$ cat src/rtl/alu_pipe.sv
`default_nettype none
// ============================================================================
// Module   : alu_pipe
// Purpose  : Two-stage pipelined WIDTH-bit ALU with registered flags, optional
//            signed saturation and valid/ready handshake on both sides.
// Revision : 1.0 - initial release
// ============================================================================
module alu_pipe #(
    parameter int WIDTH  = 16,
    parameter bit SAT_EN = 1'b1
) (
    input  logic             clk,
    input  logic             rst,
    input  logic             in_valid,
    output logic             in_ready,
    input  logic [WIDTH-1:0] a,
    input  logic [WIDTH-1:0] b,
    input  logic [2:0]       op,
    input  logic             sat,
    output logic             out_valid,
    input  logic             out_ready,
    output logic [WIDTH-1:0] result,
    output logic             cout,
    output logic             zero,
    output logic             neg,
    output logic             ovf
);

    localparam logic [2:0] c_OP_ADD  = 3'b000;
    localparam logic [2:0] c_OP_SUB  = 3'b001;
    localparam logic [2:0] c_OP_INC  = 3'b010;
    localparam logic [2:0] c_OP_PASS = 3'b011;
    localparam logic [2:0] c_OP_AND  = 3'b100;
    localparam logic [2:0] c_OP_OR   = 3'b101;
    localparam logic [2:0] c_OP_XOR  = 3'b110;
    localparam logic [2:0] c_OP_NOT  = 3'b111;

    localparam logic             c_SAT_EN  = SAT_EN;
    localparam logic [WIDTH-1:0] c_SAT_MAX = {1'b0, {(WIDTH-1){1'b1}}};
    localparam logic [WIDTH-1:0] c_SAT_MIN = {1'b1, {(WIDTH-1){1'b0}}};

    logic             r_s1_valid;
    logic [WIDTH-1:0] r_a;
    logic [WIDTH-1:0] r_b;
    logic [2:0]       r_op;
    logic             r_sat;

    logic             r_s2_valid;
    logic [WIDTH-1:0] r_result;
    logic             r_cout;
    logic             r_zero;
    logic             r_neg;
    logic             r_ovf;

    logic             w_s2_load;
    logic             w_s1_load;
    logic [WIDTH-1:0] w_ia;
    logic [WIDTH-1:0] w_ib;
    logic             w_cin;
    logic             w_arith;
    logic [WIDTH-1:0] w_sum;
    logic             w_carry;
    logic             w_ovf;
    logic             w_do_sat;
    logic [WIDTH-1:0] w_res;

    // S2 advances whenever it is empty or being drained; S1 follows S2.
    assign w_s2_load = !r_s2_valid || out_ready;
    assign w_s1_load = !r_s1_valid || w_s2_load;
    assign in_ready  = w_s1_load;

    always_ff @(posedge clk or posedge rst) begin
        if (rst) begin
            r_s1_valid <= 1'b0;
            r_a        <= '0;
            r_b        <= '0;
            r_op       <= '0;
            r_sat      <= 1'b0;
        end else if (w_s1_load) begin
            r_s1_valid <= in_valid;
            if (in_valid) begin
                r_a   <= a;
                r_b   <= b;
                r_op  <= op;
                r_sat <= sat;
            end
        end
    end

    // Logic ops and pass are routed through the adder with IB=0, Cin=0.
    always_comb begin
        w_ia    = r_a;
        w_ib    = '0;
        w_cin   = 1'b0;
        w_arith = 1'b0;
        case (r_op)
            c_OP_ADD:  begin w_ib = r_b;  w_arith = 1'b1; end
            c_OP_SUB:  begin w_ib = ~r_b; w_cin = 1'b1; w_arith = 1'b1; end
            c_OP_INC:  begin w_cin = 1'b1; w_arith = 1'b1; end
            c_OP_PASS: w_ia = r_a;
            c_OP_AND:  w_ia = r_a & r_b;
            c_OP_OR:   w_ia = r_a | r_b;
            c_OP_XOR:  w_ia = r_a ^ r_b;
            c_OP_NOT:  w_ia = ~r_a;
            default:   w_ia = r_a;
        endcase
    end

    assign {w_carry, w_sum} = {1'b0, w_ia} + {1'b0, w_ib} + {{WIDTH{1'b0}}, w_cin};
    assign w_ovf    = w_arith && (w_ia[WIDTH-1] == w_ib[WIDTH-1])
                              && (w_sum[WIDTH-1] != w_ia[WIDTH-1]);
    assign w_do_sat = c_SAT_EN && r_sat && w_ovf;
    assign w_res    = w_do_sat ? (r_a[WIDTH-1] ? c_SAT_MIN : c_SAT_MAX) : w_sum;

    // Bubbles load zeros so flags never show stale values while out_valid=0.
    always_ff @(posedge clk or posedge rst) begin
        if (rst) begin
            r_s2_valid <= 1'b0;
            r_result   <= '0;
            r_cout     <= 1'b0;
            r_zero     <= 1'b0;
            r_neg      <= 1'b0;
            r_ovf      <= 1'b0;
        end else if (w_s2_load) begin
            r_s2_valid <= r_s1_valid;
            r_result   <= r_s1_valid ? w_res : '0;
            r_cout     <= r_s1_valid && w_carry;
            r_zero     <= r_s1_valid && (w_res == '0);
            r_neg      <= r_s1_valid && w_res[WIDTH-1];
            r_ovf      <= r_s1_valid && w_ovf;
        end
    end

    assign out_valid = r_s2_valid;
    assign result    = r_result;
    assign cout      = r_cout;
    assign zero      = r_zero;
    assign neg       = r_neg;
    assign ovf       = r_ovf;

endmodule
`default_nettype wire

$ cat config.mk
export PLATFORM = sky130hd
export DESIGN_NAME = alu_pipe
export DESIGN_NICKNAME = d
export VERILOG_FILES = /design/src/rtl/alu_pipe.sv
export SDC_FILE = /design/constraint.sdc
export NUM_CORES = 1
export LEC_CHECK = 0
export ABC_AREA = 1
export BUFFER_PORTS_ARGS = -buffer_cell sky130_fd_sc_hd__buf_2
export CORE_MARGIN = 10
export CORE_UTILIZATION = 30
export DETAILED_ROUTE_END_ITERATION = 8
export GPL_TIMING_DRIVEN = 0
export PLACE_DENSITY_LB_ADDON = 0.2
export RECOVER_POWER = 25
export SLEW_MARGIN = 10
export SYNTH_ARGS = -nofsm -noshare
export SYNTH_HDL_FRONTEND = slang
export SYNTH_SLANG_ARGS = --single-unit
$ cat constraint.sdc
create_clock -name clk -period 3.1 [get_ports clk]
set_clock_uncertainty 0.2 [all_clocks]
set_input_delay 0.93 -clock clk [delete_from_list [all_inputs] [get_ports clk]]
set_output_delay 0.93 -clock clk [all_outputs]
set_load 0.05 [all_outputs]
==> results.py, run 1 <==
metrics = {
    "detailed_routing": {
        "first_iter_violations": 211,
        "routed_wl_um": 14500,
        "drt-vias-per-instance": 4.90,
        "ant_nets": 0,
        "avgRoutedWirePerCell_um": 16.4,
        "route.detailed.drc": 0,
        "vias": 4320,
        "firstDrtPassIters": 4,
    },
    "floorplanning": {
        "die_area_um2": 19800,
        "core_um2": 14400,
        "io_pins": 62,
        "die_h_um": 141,
        "die_w_um": 141,
        "start_util_pct": 30.4,
        "row_count": 44,
    },
    "sta": {
        "layout_min_cycle_time_ns": 3.40,
        "setup_viol": 19,
        "maxSlewHeadroom_pct": 37.5,
        "fin_crit_sh_pct": 110,
        "hold_violations": 0,
        "worstMarginPinSlew_ns": 0.937,
        "rsz0062_at_grt": "yes",
        "final-max-slew-violation-count": 0,
        "setup_slack_ns": -0.305,
        "clock.fmax_mhz": 294,
        "hold_slack_ns": 0.269,
    },
    "final_layout": {
        "seq_area_um2": 1430,
        "multi_input_area_um2": 3170,
        "final_core_util_pct": 44.1,
        "nNetsFinal": 782,
        "area_delta_synth_final_pct": 45.0,
        "num-fill-cells": 1408,
        "diodes": 0,
        "stdcell_area_um2": 6330,
        "drive_gt1_share_pct": 37.2,
    },
    "pwr": {
        "seqPwrFrac_pct": 23.2,
        "clkPwrFrac_pct": 22.8,
        "vdd_drop_max_uv": 317,
        "p_int_mw": 2.44,
        "comb_power_share_pct": 54.0,
        "p_leak_nw": 3.18,
        "switchingPower_mw": 1.92,
        "swShare_pct": 44.0,
        "p_per_area_nw_per_um2": 689,
    },
    "logic_synthesis": {
        "ys_ff_latch": 57,
        "ys.flop_type": "dfrtp_1",
        "async_reset_ff_share_pct": 100,
        "yosysUniqueCellTypes": 43,
        "syn_inst": 569,
        "syn-cell-area_um2": 4370,
        "synth_seq_area_share_pct": 32.7,
        "synth_edf_count": 0,
        "ys_warn_count": 0,
        "synth_nets": 658,
        "synth.avg_cell_area_um2": 7.67,
    },
    "critical_path": {
        "path_buf_inv": 6,
        "cp_cell_sequence": "buf_6, clkinvlp_4, nor2_4, buf_8, nand2_2, a32oi_4, ha_4, nand2_4, inv_1, nand2_2, nand2_2, a21oi_4, nand2_4, nand2_4, nand4_4, inv_4, nand2_8, buf_6, nand4_1, nor2_2, nand3_1, nand2_1",
        "crit_family": "simple AND/OR/NAND/NOR gates",
        "max_stage_delay_ns": 0.39,
        "cp.required_ns": 3.13,
        "critPathLaunchType": "flip-flop",
        "crit_slowest_cell": "dfrtp_1",
        "reg2reg_depth": 22,
        "cp.depth": 22,
        "worstPathArrival_ns": 3.43,
        "path_class": "flip-flop to flip-flop",
        "cp_max_fo": 7,
        "critPathCaptureType": "flip-flop",
    },
    "grt": {
        "grtUsageTotal_pct": 14.7,
        "grt_remaining_overflow": 0,
        "grt_max_degree": 34,
        "grt_pass1_wl_um": 23700,
        "grt_antenna_before_repair": 0,
        "grt_pass1_vias": 4640,
    },
    "cts": {
        "clock-sinks": 57,
        "clkTransAtPathRegs_ns": 0.06,
        "cts_made_buffers": 9,
        "cts.htree.levels": 3,
        "cts_tree": "done",
        "clock_path_buffers": 2,
        "insertion_delay_ns": 0.34,
        "cts-root-buf": "clkbuf_16",
    },
    "place": {
        "place_area_um2": 4980,
        "port_buffers": 61,
        "gp_congestion": 0.845,
        "hpwlAfterDp_um": 10300,
        "dp_slack_ns": -0.617,
    },
    "flow_run": {
        "maxCapViolations": 0,
    },
    "hold_path": {
        "whs_path_depth": 1,
        "holdCritPathClass": "flip-flop to flip-flop",
    },
    "outcome": {
        "outcome": "complete, but fails checks",
        "violations": "setup timing",
    },
}
==> path summary, 6_finish.rpt <==
path | startpoint | end | slack (ns)
worst max register to register | r_op[2] | zero | -0.30
min in group asynchronous | rst | result[3] | 0.59
worst min-delay path | result[1] | result[1] | 0.27
worst max-delay path | r_op[2] | zero | -0.30
worst min register to register | result[1] | result[1] | 0.27
max in group asynchronous | rst | r_b[8] | 0.63
==> cell usage after synthesis (5+ instances only) <==
library cell / count / area (µm²)
nand3_2: 5 / 50.1
inv_1: 62 / 233
a41oi_1: 11 / 96.3
nand2_1: 102 / 383
nor2_1: 69 / 259
xor2_1: 8 / 70.1
a21o_1: 12 / 90.1
o21ai_0: 21 / 105
a21oi_2: 8 / 70.1
clkbuf_1: 19 / 71.3
ha_1: 47 / 588
a21oi_1: 68 / 340
a32oi_1: 10 / 87.6
dfrtp_1: 57 / 1430
nand3_1: 15 / 75.1
inv_2: 6 / 22.5
==> through the flow <==
step | cells | TNS (ns) | power, mW
finish | 882 | -4.11 | 4.36
global route | 882 | -7.20 | 4.64
CTS | 872 | -2.63 | 4.23
detailed placement | 815 | -9.46 | 2.78
global placement | 814 | -23.20 | 2.75
floorplan | 569 | -0.0187 | 2.32
==> what timing repair did <==
item,CTS,global route
cloned,5,0
endpoints found under the setup margin,19,19
resized for setup,110,35
pin swaps,46,28
setup buffers,36,10
hold buffers,0,0
==> registers in the layout, summed over array words and instances, names as in the netlist <==
| signal | flops |
|---|---|
| r_a | 16 |
| r_b | 16 |
| result | 16 |
| r_op | 3 |
| cout | 1 |
| out_valid | 1 |
| ovf | 1 |
| r_s1_valid | 1 |
| r_sat | 1 |
| zero | 1 |
==> routing by layer <==
layer / track usage (%) / vias to the layer above / wire [µm]
met1: 18.0 / 2055 / 6630
met3: 3.69 / 17 / 611
li1: - / 2169 / -
met5: 0 / - / 0
met4: 4.62 / 0 / 236
met2: 24.8 / 79 / 6980
==> power groups by stage <==
| stage | Clock, mW | Combinational [mW] | Sequential (mW) |
|---|---|---|---|
| CTS | 1.02 | 2.21 | 1.01 |
| finish | 0.995 | 2.36 | 1.01 |
| detailed placement | 0 | 1.76 | 1.02 |
| global placement | 0 | 1.73 | 1.02 |
| global route | 1.04 | 2.56 | 1.03 |
| floorplan | 0 | 1.04 | 1.29 |
==> cell families after synthesis <==
family / after synthesis / share of synthesized area [%]
AO/OA/AOI/OAI: 153 / 22.1
XOR/XNOR: 9 / 1.81
adder cells (fa/ha/maj): 49 / 14.4
buffers and inverters: 95 / 8.77
flip-flops: 57 / 32.7
multiplexers: 1 / 0.258
AND/OR/NAND/NOR: 205 / 20.0
==> cells in the final DEF, fill, tap and decap left out, types with 4 or more instances in the layout <==
master,Yosys,routed
nand2_1,102,81
nor2_1,69,66
buf_2,1,62
inv_1,62,55
dfrtp_1,57,55
a21oi_1,68,54
buf_4,2,45
ha_1,47,38
nand2_2,3,17
a21oi_2,8,17
o21ai_0,21,15
clkbuf_1,19,12
a21o_1,12,12
inv_2,6,11
nand3_2,5,10
clkbuf_16,0,10
a41oi_1,11,10
buf_6,2,8
nand2_4,1,7
o21ai_1,3,7
a32oi_2,0,7
ha_4,0,7
xor2_1,8,6
nand3_1,15,6
a21oi_4,0,5
nand3_4,0,4
buf_8,0,4
a2111oi_4,0,4
==> final cells by class <==
| class | instances | share of cell area, % |
|---|---|---|
| multi-input cells | 418 | 50.0 |
| well taps | 184 | 3.64 |
| clock inverters | 3 | 0.632 |
| clock buffers | 13 | 3.95 |
| flip-flops and latches | 57 | 22.6 |
| repair buffers | 112 | 11.6 |
| inverters | 69 | 4.23 |
| plain buffers | 26 | 3.38 |
(Power assumes the default switching activity.)
==> run 2: changes to the inputs <==
- clock period: 3.1 -> 3.15 ns (I/O delays scaled with it)
==> results.py, run 2 (synthesis gave the netlist of run 1 again) <==
metrics = {
    "outcome": {
        "outcome": "complete, but fails checks",
        "violations": "setup timing",
    },
    "cts": {
        "clock_path_buffers": 2,
        "clkTransAtPathRegs_ns": 0.05,
        "clock-sinks": 57,
        "ctsHoldBuffers": 0,
        "insertion_delay_ns": 0.34,
        "cts.htree.levels": 3,
        "cts_made_buffers": 9,
        "cts-root-buf": "clkbuf_16",
        "cts_tree": "done",
    },
    "critical_path": {
        "path_buf_inv": 4,
        "cp_max_fo": 5,
        "crit_slowest_cell": "dfrtp_1",
        "worstPathArrival_ns": 3.52,
        "critPathCaptureType": "flip-flop",
        "path_class": "flip-flop to flip-flop",
        "critPathLaunchType": "flip-flop",
        "crit_top_cell": "nand3_2",
        "cp_cell_sequence": "buf_6, buf_4, nand3_4, o22ai_4, a2111oi_4, a21oi_2, fa_2, fa_2, buf_6, nand3_2, nand3_2, nand2_2, nand2_2, or2_1, nand3_2, inv_1, nor2_2, nand3_1, nand2_1",
        "crit_family": "simple AND/OR/NAND/NOR gates",
        "max_stage_delay_ns": 0.40,
        "cp.required_ns": 3.23,
    },
    "final_layout": {
        "diodes": 0,
        "stdcell_area_um2": 6390,
        "layout_common_cells": "nand2_1 (78), nor2_1 (65), buf_2 (62)",
        "area_delta_synth_final_pct": 46.5,
        "nNetsFinal": 784,
        "layout_commonest_cell": "nand2_1",
        "drive_gt1_share_pct": 37.8,
    },
    "hold_path": {
        "holdCritPathClass": "flip-flop to flip-flop",
    },
    "floorplanning": {
        "row_count": 44,
        "die_w_um": 141,
        "die_area_um2": 19800,
        "start_util_pct": 30.4,
        "die_h_um": 141,
        "core_um2": 14400,
        "io_pins": 62,
    },
    "flow_run": {
        "maxCapViolations": 0,
    },
    "detailed_routing": {
        "avgRoutedWirePerCell_um": 16.2,
        "drt-vias-per-instance": 4.85,
        "wl_met1_um": 6560,
        "firstDrtPassIters": 5,
        "vias": 4286,
        "met3_length_um": 816,
        "ant_nets": 0,
        "first_iter_violations": 199,
        "top_layer": "met4",
        "route.detailed.drc": 0,
        "dr_wl_met2_um": 6630,
        "routed_wl_um": 14300,
    },
    "grt": {
        "grt_pass1_vias": 4576,
        "grt_antenna_before_repair": 0,
        "grt_remaining_overflow": 0,
        "grt_max_degree": 37,
        "grt_pass1_wl_um": 23000,
        "grtUsageTotal_pct": 14.4,
    },
    "sta": {
        "setup_slack_ns": -0.290,
        "layout_min_cycle_time_ns": 3.44,
        "maxSlewHeadroom_pct": 36.1,
        "setup-tns-final_ns": -3.83,
        "fin_crit_sh_pct": 109,
        "rsz0062_at_grt": "yes",
        "final-max-slew-violation-count": 0,
        "worstMarginPinSlew_ns": 0.959,
        "hold_violations": 0,
        "hold_slack_ns": 0.263,
        "setup_viol": 18,
        "clock.fmax_mhz": 291,
    },
    "place": {
        "port_buffers": 61,
        "dp_slack_ns": -0.621,
        "place_area_um2": 4950,
        "gp_congestion": 0.866,
        "hpwlAfterDp_um": 10200,
    },
    "pwr": {
        "p_per_area_nw_per_um2": 674,
        "p_leak_nw": 3.20,
        "vdd_drop_max_uv": 299,
    },
}
-- run 2: final cells by class --
type                    count  area [µm²]
inverters                  69         268
clock inverters             4        45.0
multi-input cells         419        3240
fillers                  1405        7970
clock buffers              11         233
well taps                 184         230
plain buffers              26         200
repair buffers            113         753
flip-flops and latches     57        1430
-- run 2: worst reg2reg max path, cell delays in order (launching register included) --
cell       delay, ns
dfrtp_1         0.40
buf_6           0.15
buf_4           0.14
nand3_4         0.12
o22ai_4         0.10
a2111oi_4       0.36
a21oi_2         0.08
fa_2            0.38
fa_2            0.39
buf_6           0.13
nand3_2         0.07
nand3_2         0.09
nand2_2         0.11
nand2_2         0.07
or2_1           0.25
nand3_2         0.07
inv_1           0.05
nor2_2          0.08
nand3_1         0.08
nand2_1         0.07
-- run 2: metal layers --
layer | up-vias | global-route usage [%]
li1 | 2180 | -
met1 | 1971 | 17.7
met2 | 108 | 22.8
met3 | 27 | 4.60
met4 | 0 | 5.82
met5 | - | 0
-- run 2: what timing repair did --
item                                    4_1_cts  5_1_grt
buffers inserted                             37       10
endpoints found under the setup margin       19       18
endpoints found under the hold margin         0        0
gates cloned                                  6        0
pin swaps                                    40       29
resized for setup                           108       52
-- run 2: stage by stage --
stage	total power, mW	util (%)	cells
after CTS	4.10	42.2	873
after floorplan	2.28	-	569
after global placement	2.69	34.3	814
after detailed placement	2.72	34.5	815
after global routing	4.60	44.5	883
final	4.31	44.5	883
-- run 2: worst paths after layout --
kind | startpoint | slack (ns) | endpoint | cells past startpoint
hold / removal | zero | 0.26 | zero | 2
max in group asynchronous | rst | 0.70 | r_b[8] | 3
setup reg to reg | r_op[2] | -0.29 | zero | 19
min in group asynchronous | rst | 0.57 | out_valid | 2
hold reg to reg | zero | 0.26 | zero | 2
setup / recovery | r_op[2] | -0.29 | zero | 19
-- run 2: power breakdown --
part	total [mW]	internal, mW	switching, mW
clock	0.933	0.602	0.331
sequential	0.998	0.883	0.115
combinational	2.38	0.921	1.46
total	4.31	2.41	1.91
